<file path="src/rtl/mem_port_arbiter.sv">
// Arbitrates the single block-wide data memory port between icache and dcache.
// The grant is held for the owner's whole miss sequence; the loser is stalled via busywait.
module mem_port_arbiter #(
    parameter int unsigned ADDR_W     = 6,
    parameter int unsigned DATA_W     = 32,
    parameter bit          FIXED_PRIO = 1'b0
) (
    input  logic              clock,
    input  logic              reset,
    input  logic              i_mem_read,
    input  logic [ADDR_W-1:0] i_mem_address,
    output logic [DATA_W-1:0] i_mem_readdata,
    output logic              i_mem_busywait,
    input  logic              d_mem_read,
    input  logic              d_mem_write,
    input  logic [ADDR_W-1:0] d_mem_address,
    input  logic [DATA_W-1:0] d_mem_writedata,
    output logic [DATA_W-1:0] d_mem_readdata,
    output logic              d_mem_busywait,
    output logic              mem_read,
    output logic              mem_write,
    output logic [ADDR_W-1:0] mem_address,
    output logic [DATA_W-1:0] mem_writedata,
    input  logic [DATA_W-1:0] mem_readdata,
    input  logic              mem_busywait,
    output logic [1:0]        arb_owner
);

    typedef enum logic [1:0] {
        IDLE  = 2'b00,
        OWN_I = 2'b01,
        OWN_D = 2'b10
    } state_t;

    state_t state_q, state_d;
    logic   last_d_q, last_d_d;
    logic   i_req, d_req;

    assign i_req = i_mem_read;
    assign d_req = d_mem_read | d_mem_write;

    always_ff @(posedge clock) begin
        if (reset) begin
            state_q  <= IDLE;
            last_d_q <= 1'b1;
        end else begin
            state_q  <= state_d;
            last_d_q <= last_d_d;
        end
    end

    always_comb begin
        state_d  = state_q;
        last_d_d = last_d_q;
        unique case (state_q)
            IDLE: begin
                // Round-robin tie-break favours whichever cache did not own the port last.
                if (i_req && d_req) begin
                    if (FIXED_PRIO || !last_d_q) state_d = OWN_D;
                    else                         state_d = OWN_I;
                end else if (i_req) begin
                    state_d = OWN_I;
                end else if (d_req) begin
                    state_d = OWN_D;
                end
            end
            OWN_I: begin
                if (!i_req) begin
                    state_d  = IDLE;
                    last_d_d = 1'b0;
                end
            end
            OWN_D: begin
                if (!d_req) begin
                    state_d  = IDLE;
                    last_d_d = 1'b1;
                end
            end
            default: state_d = IDLE;
        endcase
    end

    always_comb begin
        mem_read       = 1'b0;
        mem_write      = 1'b0;
        mem_address    = '0;
        mem_writedata  = '0;
        i_mem_readdata = '0;
        d_mem_readdata = '0;
        i_mem_busywait = i_req;
        d_mem_busywait = d_req;
        arb_owner      = state_q;
        unique case (state_q)
            OWN_I: begin
                mem_read       = i_mem_read;
                mem_address    = i_mem_address;
                i_mem_readdata = mem_readdata;
                i_mem_busywait = mem_busywait;
            end
            OWN_D: begin
                mem_read       = d_mem_read;
                mem_write      = d_mem_write;
                mem_address    = d_mem_address;
                mem_writedata  = d_mem_writedata;
                d_mem_readdata = mem_readdata;
                d_mem_busywait = mem_busywait;
            end
            default: ;
        endcase
    end

endmodule

</file>
<file path="config.mk">
export PLATFORM = sky130hd
export DESIGN_NAME = mem_port_arbiter
export DESIGN_NICKNAME = d
export VERILOG_FILES = /design/src/rtl/mem_port_arbiter.sv
export SDC_FILE = /design/constraint.sdc
export NUM_CORES = 1
export LEC_CHECK = 0
export CORE_AREA = 2 2 74 76
export DETAILED_ROUTE_END_ITERATION = 10
export DIE_AREA = 0 0 76 78
export GPL_ROUTABILITY_DRIVEN = 0
export PLACE_DENSITY_LB_ADDON = 0.08
export SKIP_LAST_GASP = 1
export SLEW_MARGIN = 20
export SYNTH_ARGS = -nofsm -noshare
export SYNTH_HDL_FRONTEND = slang
export SYNTH_SLANG_ARGS = --single-unit
export TNS_END_PERCENT = 20
</file>
<file path="constraint.sdc">
create_clock -name clock -period 4.2 [get_ports clock]
set_clock_uncertainty 0.15 [all_clocks]
set_input_delay 0.42 -clock clock [delete_from_list [all_inputs] [get_ports clock]]
set_output_delay 0.42 -clock clock [all_outputs]
set_load 0.05 [all_outputs]
</file>
[Word-level counts from Yosys, hierarchy flattened]
Index checks and enable logic that the tools add are counted.
Storage, ports and cells
  flip-flop bits (word level): 3
  output and inout bits: 108
Operators by class
  reductions and logical operators: 5
  muxes and demuxes: 18
  bitwise operators: 1
  eq/ne operators: 5
Operators by type and width (count)
  $mux 32: 3
  $mux 2: 6
  $pmux 6 s2: 1
  $pmux 2 s3: 1
  $reduce_and 3->1: 2
  $mux 1: 5
  $ne 2x2->1 const B: 2
  $ne 4x4->1 const B: 1
  $pmux 1 s2: 2
  $eq 2x1->1 const B: 1
  $eq 2x2->1 const B: 1
  $logic_not 2->1: 1
  $reduce_bool 2->1: 1
  $logic_and 1x1->1: 1
  $or 1x1->1: 1

[Logic depth before layout (Yosys ltp)]
Gate-level depths: netlist of the first run.
  depth after elaboration: 5
  mapped depth: 6
  depth with buffers taken out: 5

[Worst setup path before layout of the first run]
OpenSTA, ideal clock, no wires.
  path type: flip-flop to output port
  from: register state_q[1], in the netlist arb_owner[1]
  to: output port i_mem_busywait
  data arrival time: 2.313 ns
  required time: 3.630 ns
  stages on the path, launching flop included: 5
  slack: 1.317 ns
  path buffers: 1
  cells stage by stage: dfxtp_1 > inv_1 > ha_1 > clkbuf_1 > o21ai_0
On the way
  word-level cells in the longest chain between the ends: 2
Ends and longest elaborated chain
  start: declaration: line 35  | state_t state_q, state_d;
  start signal: assignment: line 47  | state_q <= state_d;
  $eq 2x1->1: line 93  | unique case (state_q)
  $mux 1: line 93
  end: declaration: line 13  | output logic i_mem_busywait,
Every way passes these cells.

[Worst setup path after layout of the first run]
  from: register state_q[1], in the netlist arb_owner[1]
  to: output port mem_address[4]
On the way
  word-level cells in the longest chain between the ends: 2
  elaborated cells between the ends (all ways): 3
  those cells by class: 2 x eq/ne; 1 x mux
Ends and longest elaborated chain
  $eq 2x2->1 / $eq 2x1->1 (equally long branches): line 93
  $pmux 6 s2 *: line 93
  end: declaration: line 22  | output logic [ADDR_W-1:0] mem_address,
Mark *: on every way between the ends. The rest lies on a longest branch, timed or not.

==> results of run 1 <==
-- through the flow --
| step | setup WS, ns | instance area, um^2 | utilization [%] | instances | hold WS (ns) |
|---|---|---|---|---|---|
| final | 1.10 | 3020 | 59.9 | 408 | 0.359 |
| after global routing | 0.871 | 3020 | 59.9 | 408 | 0.400 |
| after CTS | 1.02 | 3020 | 59.9 | 408 | 0.362 |
| after detailed placement | 1.26 | 2980 | 59.0 | 404 | 0.356 |
| after global placement | 1.26 | 2980 | 59.0 | 404 | 0.355 |
| after floorplan | 1.32 | 1030 | - | 155 | 0.367 |
-- critical path: stages (launching register included) --
cell,delay [ns]
dfxtp_1,0.34
inv_1,0.09
ha_1,0.51
buf_4,0.33
a22oi_1,0.09
nor2b_1,0.13
clkdlybuf4s50_1,0.81
-- per-layer routing --
layer / wire [um] / share of wire, % / track usage (%) / up-vias
li1: - / - / - / 852
met1: 1900 / 36 / 16.7 / 716
met2: 2640 / 49 / 33.4 / 109
met3: 744 / 14 / 9.53 / 8
met4: 59 / 1.1 / 2.91 / 0
met5: 0 / 0 / 0 / -
-- final timing paths --
check | cells past startpoint | end | startpoint | slack (ns)
setup / recovery | 6 | mem_address[4] | arb_owner[1]$_SDFFE_PP0P_ | 1.10
hold / removal | 2 | arb_owner[0]$_SDFFE_PP0P_ | arb_owner[0]$_SDFFE_PP0P_ | 0.36
setup reg to reg | 5 | last_d_q$_SDFFE_PP1P_ | arb_owner[0]$_SDFFE_PP0P_ | 2.11
hold reg to reg | 2 | arb_owner[0]$_SDFFE_PP0P_ | arb_owner[0]$_SDFFE_PP0P_ | 0.36
-- cells by family after synthesis --
| kind of cell | count (synthesis) | share of synthesized area, % |
|---|---|---|
| AOI/OAI and AO/OA | 15 | 11.0 |
| adders and majority gates | 4 | 4.87 |
| buffers and inverters | 16 | 6.21 |
| DFF | 3 | 5.85 |
| muxes | 2 | 1.95 |
| and+or+nand+nor | 115 | 70.2 |
-- cell usage after synthesis, drive strengths merged --
master / count
a22oi: 6
nand2: 1
nand3b: 1
o21ai: 2
nor2b: 8
o21ba: 1
nor3: 1
buf: 3
and2: 98
nor4b: 1
nor2: 2
inv: 4
o31ai: 1
mux2i: 2
clkbuf: 9
ha: 4
nand2b: 2
or3b: 1
o21a: 2
a311oi: 1
dfxtp: 3
a21oi: 2
-- registers in the layout, indices dropped and copies added (netlist names) --
signal	flops
arb_owner	2
last_d_q	1
-- cell type report --
class,instances,area [um^2]
clock buffer,4,45.0
multi-input combinational,136,906
sequential,3,60.1
tap,70,87.6
timing repair buffer,191,1910
inverter,4,15.0
fill,486,2020
-- cells in the final DEF, fill, tap and decap left out, drive strengths merged --
master | netlist | routed
clkbuf | 9 | 4
nor4b | 1 | 1
o21ba | 1 | 1
nor2 | 2 | 2
nand3b | 1 | 1
dfxtp | 3 | 3
inv | 4 | 4
nand2 | 1 | 1
a21oi | 2 | 2
or3b | 1 | 1
o21ai | 2 | 2
nor2b | 8 | 8
ha | 4 | 4
o21a | 2 | 2
nand2b | 2 | 2
nor3 | 1 | 1
o31ai | 1 | 1
and2 | 98 | 98
a311oi | 1 | 1
clkdlybuf4s50 | 0 | 189
a22oi | 6 | 6
mux2i | 2 | 2
buf | 3 | 2
-- report_power, final --
group | internal, W | switching (W)
sequential | 0.0000377 | 0.00000752
combinational | 0.000438 | 0.000759
clock | 0.0000648 | 0.0000198
total | 0.000541 | 0.000787
==> qor.txt, run 1 <==
Slew @ Worst Pin: 0.701 ns
startpoint types: register
max-cap check violation count: 0
Via density: 4.13
wire per inst: 13.1 um
initial drt markers: 48
I/O pins: 190
Routed Antenna Nets: 0
largest net degree at the start of global routing: 51
Die Width: 76 um
Fin. Hold Viols: 0
fmax: 323 MHz
top cell type's share of synthesized area: 58.5%
final worst path period share: 73.8%
final setup violation count: 0
peak supply drop: 224 uV
Setup TNS: 0 ns
Total GRT Usage: 17.5%
CTS sink cnt: 3
RSZ-0062 raised after global routing: false
syn avg cell area: 6.63 um^2
Remaining Overflow, GRT: 0
crit path DAT: 2.53 ns
root buf cell: clkbuf_8
clock transition at the registers of the reported paths: 0.03 ns
Synth warnings: 0
Tot Pwr: 0.00133 W
Area growth syn-to-layout: 194%
Seq/Total Area, Yosys: 5.85%
Inserted Diodes: 0
CTS HTree Levels: 1
Yosys cell types: 24
antenna violations before repair: 0
minimum clock period: 3.10 ns
critical-path maximum fanout: 22
leading area contributor after synthesis: and2_1
Pleak: 1.14 nW
# rows: 26
DP Wirelength: 4550 um
Slew Viols, Final: 0
Relative slew margins: 53.3%
hold_buf cts: 0
height of the die: 78 um
Vias: 1685
HP Class: reg2reg
DRC violations left: 0
post-CTS setup buffers: 0
syn nets: 241
Mapped Cells: 155
Netlist Area Pre-Place: 1030 um^2
layout cells sized above 1: 2.96%
status: finished, final reports clean
Post-Route WL: 5350 um
CP Class: reg2out
port bufs: 189
Setup crit end kind: primary output
Yosys reg bits: 3
Nets: 425
Clock Path Buffers: 2
first-pass GRT wire length: 8430 um
pwr dens: 439 nW/um^2
Core ar.: 5040 um^2
initial core utilization: 20.4%
die area: 5930 um^2
Inserted Clock Buffers: 3
CTS tree: yes
CP required: 3.63 ns
synth top area cells: and2_1 (58%), dfxtp_1 (5.8%), ha_1 (4.9%)
vias in the first global route: 1714
DRT Pass-1 Iters: 4
Clock Latency Late Sink: 0.22 ns
post-CTS sizing: 0
No activity file was read; power rests on OpenSTA's default activity.
==> run 2: changes to the inputs <==
--- a/config.mk
+++ b/config.mk
@@ -5,9 +5,10 @@
 export SDC_FILE = /design/constraint.sdc
 export NUM_CORES = 1
 export LEC_CHECK = 0
-export CORE_AREA = 2 2 74 76
+export CORE_ASPECT_RATIO = 1.75
+export CORE_MARGIN = 2
+export CORE_UTILIZATION = 20
 export DETAILED_ROUTE_END_ITERATION = 10
-export DIE_AREA = 0 0 76 78
 export GPL_ROUTABILITY_DRIVEN = 0
 export PLACE_DENSITY_LB_ADDON = 0.08
 export SKIP_LAST_GASP = 1
==> constraint.sdc (replaced) <==
create_clock -name clock -period 3 [get_ports clock]
set_clock_uncertainty 0.15 [all_clocks]
set_input_delay 0.3 -clock clock [delete_from_list [all_inputs] [get_ports clock]]
set_output_delay 0.3 -clock clock [all_outputs]
set_load 0.05 [all_outputs]
==> qor.txt, run 2 (synthesis results as in run 1) <==
status: finished, final reports clean
Crit-path slowest cell: clkdlybuf4s50_1
post-CTS setup buffers: 0 (unchanged)
critical-path cell list: inv_1 -> ha_1 -> nor3_1 -> a21oi_1 -> clkdlybuf4s50_1
Slew @ Worst Pin: 0.787 ns (+0.0857 ns)
Area growth syn-to-layout: 251%
die area: 5750 um^2 (-3.0%)
pwr dens: 618 nW/um^2 (+41%)
peak supply drop: 555 uV (+150%)
Clock Latency Late Sink: 0.22 ns (about the same)
hold_buf cts: 0 (unchanged)
post-CTS sizing: 0 (unchanged)
# rows: 34 (+31%)
most common cell after layout, fill and taps aside: and2_1
Setup TNS: 0 ns (unchanged)
CP required: 2.55 ns (-1.08 ns)
DP Wirelength: 5610 um (+23%)
I/O pins: 190 (unchanged)
fmax: 402 MHz
CTS HTree Levels: 1 (unchanged)
final setup violation count: 0 (unchanged)
Max stage delay on crit path: 0.83 ns (+0.02 ns)
Vias: 1731 (+2.7%)
Die Width: 58.2 um (-23%)
Routed Antenna Nets: 0 (unchanged)
Via density: 4.40 (+6.7%)
crit path DAT: 2.04 ns (-0.49 ns)
Total GRT Usage: 21.8% (+4.4 points)
minimum clock period: 2.49 ns
critical-path maximum fanout: 9 (-59%)
root buf cell: clkbuf_8
Nets: 426 (+0.24%)
height of the die: 98.8 um (+27%)
clock transition at the registers of the reported paths: 0.03 ns (about the same)
first-pass GRT wire length: 9550 um (+13%)
Setup crit end kind: primary output
CTS tree: yes
Inserted Diodes: 0 (unchanged)
Pleak: 1.55 nW (+36%)
max reg flops: 2 (unchanged)
final worst path period share: 83.0%
initial drt markers: 37 (-23%)
DRC violations left: 0 (unchanged)
DRT Pass-1 Iters: 4 (unchanged)
initial core utilization: 20.6% (+0.27 points)
antenna violations before repair: 0 (unchanged)
vias in the first global route: 1925 (+12%)
startpoint types: register
Remaining Overflow, GRT: 0 (unchanged)
Post-Route WL: 6230 um (+17%)
Relative slew margins: 47.6% (-5.7 points)
wire per inst: 15.9 um (+21%)
port bufs: 189 (unchanged)
Fin. Hold Viols: 0 (unchanged)
Core ar.: 4980 um^2 (-1.3%)
Tot Pwr: 0.00223 W (+68%)
commonest cells after routing, fill and taps aside: and2_1 (96), clkdlybuf4s50_1 (84), buf_12 (69)
Slew Viols, Final: 0 (unchanged)
max-cap check violation count: 0 (unchanged)
Inserted Clock Buffers: 3 (unchanged)
HP Class: reg2reg
largest net degree at the start of global routing: 50 (-2.0%)
CP Class: reg2out
layout cells sized above 1: 33.9% (+31 points)
RSZ-0062 raised after global routing: false
Clock Path Buffers: 2 (unchanged)
CTS sink cnt: 3 (unchanged)
-- run 2: cell type report --
type | count | area [um^2]
Multi-Input combinational cell | 136 | 903
Inverter | 4 | 15.0
Tap cell | 54 | 67.6
Sequential cell | 3 | 60.1
Fill cell | 362 | 1370
Timing Repair Buffer | 192 | 2510
Clock buffer | 4 | 45.0
-- run 2: per-stage QoR --
stage,area [um^2],cells,util [%],hold slack (ns),worst slack (ns)
floorplan,1030,155,-,0.254,0.237
global placement,3560,389,71.5,0.377,0.659
detailed placement,3560,389,71.5,0.385,0.663
CTS,3610,393,72.4,0.391,0.486
global route,3610,393,72.4,0.424,0.331
finish,3610,393,72.4,0.381,0.510
-- run 2: report_power, final --
group	switching [W]	internal [W]
clock network	0.0000290	0.0000908
registers	0.0000106	0.0000528
logic	0.00116	0.000890
-- run 2: path summary, 6_finish.rpt --
check | from | end | slack (ns) | depth (start not counted)
setup reg to reg | arb_owner[1]$_SDFFE_PP0P_ | last_d_q$_SDFFE_PP1P_ | 0.72 | 6
hold reg to reg | arb_owner[0]$_SDFFE_PP0P_ | arb_owner[0]$_SDFFE_PP0P_ | 0.38 | 2
hold / removal | arb_owner[0]$_SDFFE_PP0P_ | arb_owner[0]$_SDFFE_PP0P_ | 0.38 | 2
setup / recovery | arb_owner[0]$_SDFFE_PP0P_ | d_mem_busywait | 0.51 | 5
-- run 2: per-layer routing --
metal,part of all wire (%),GRT usage (%)
met5,0,0
met1,32,21.4
met3,8.8,7.22
met2,55,40.9
met4,3.9,7.69
-- run 2: worst max-delay path: cells and delay by family (launching register included) --
family                     cells  cell delay (ns)
AOI/OAI and AO/OA              1             0.12
adders and majority gates      1             0.34
buffers and inverters          2             0.94
DFF                            1             0.32
and+or+nand+nor                1             0.10
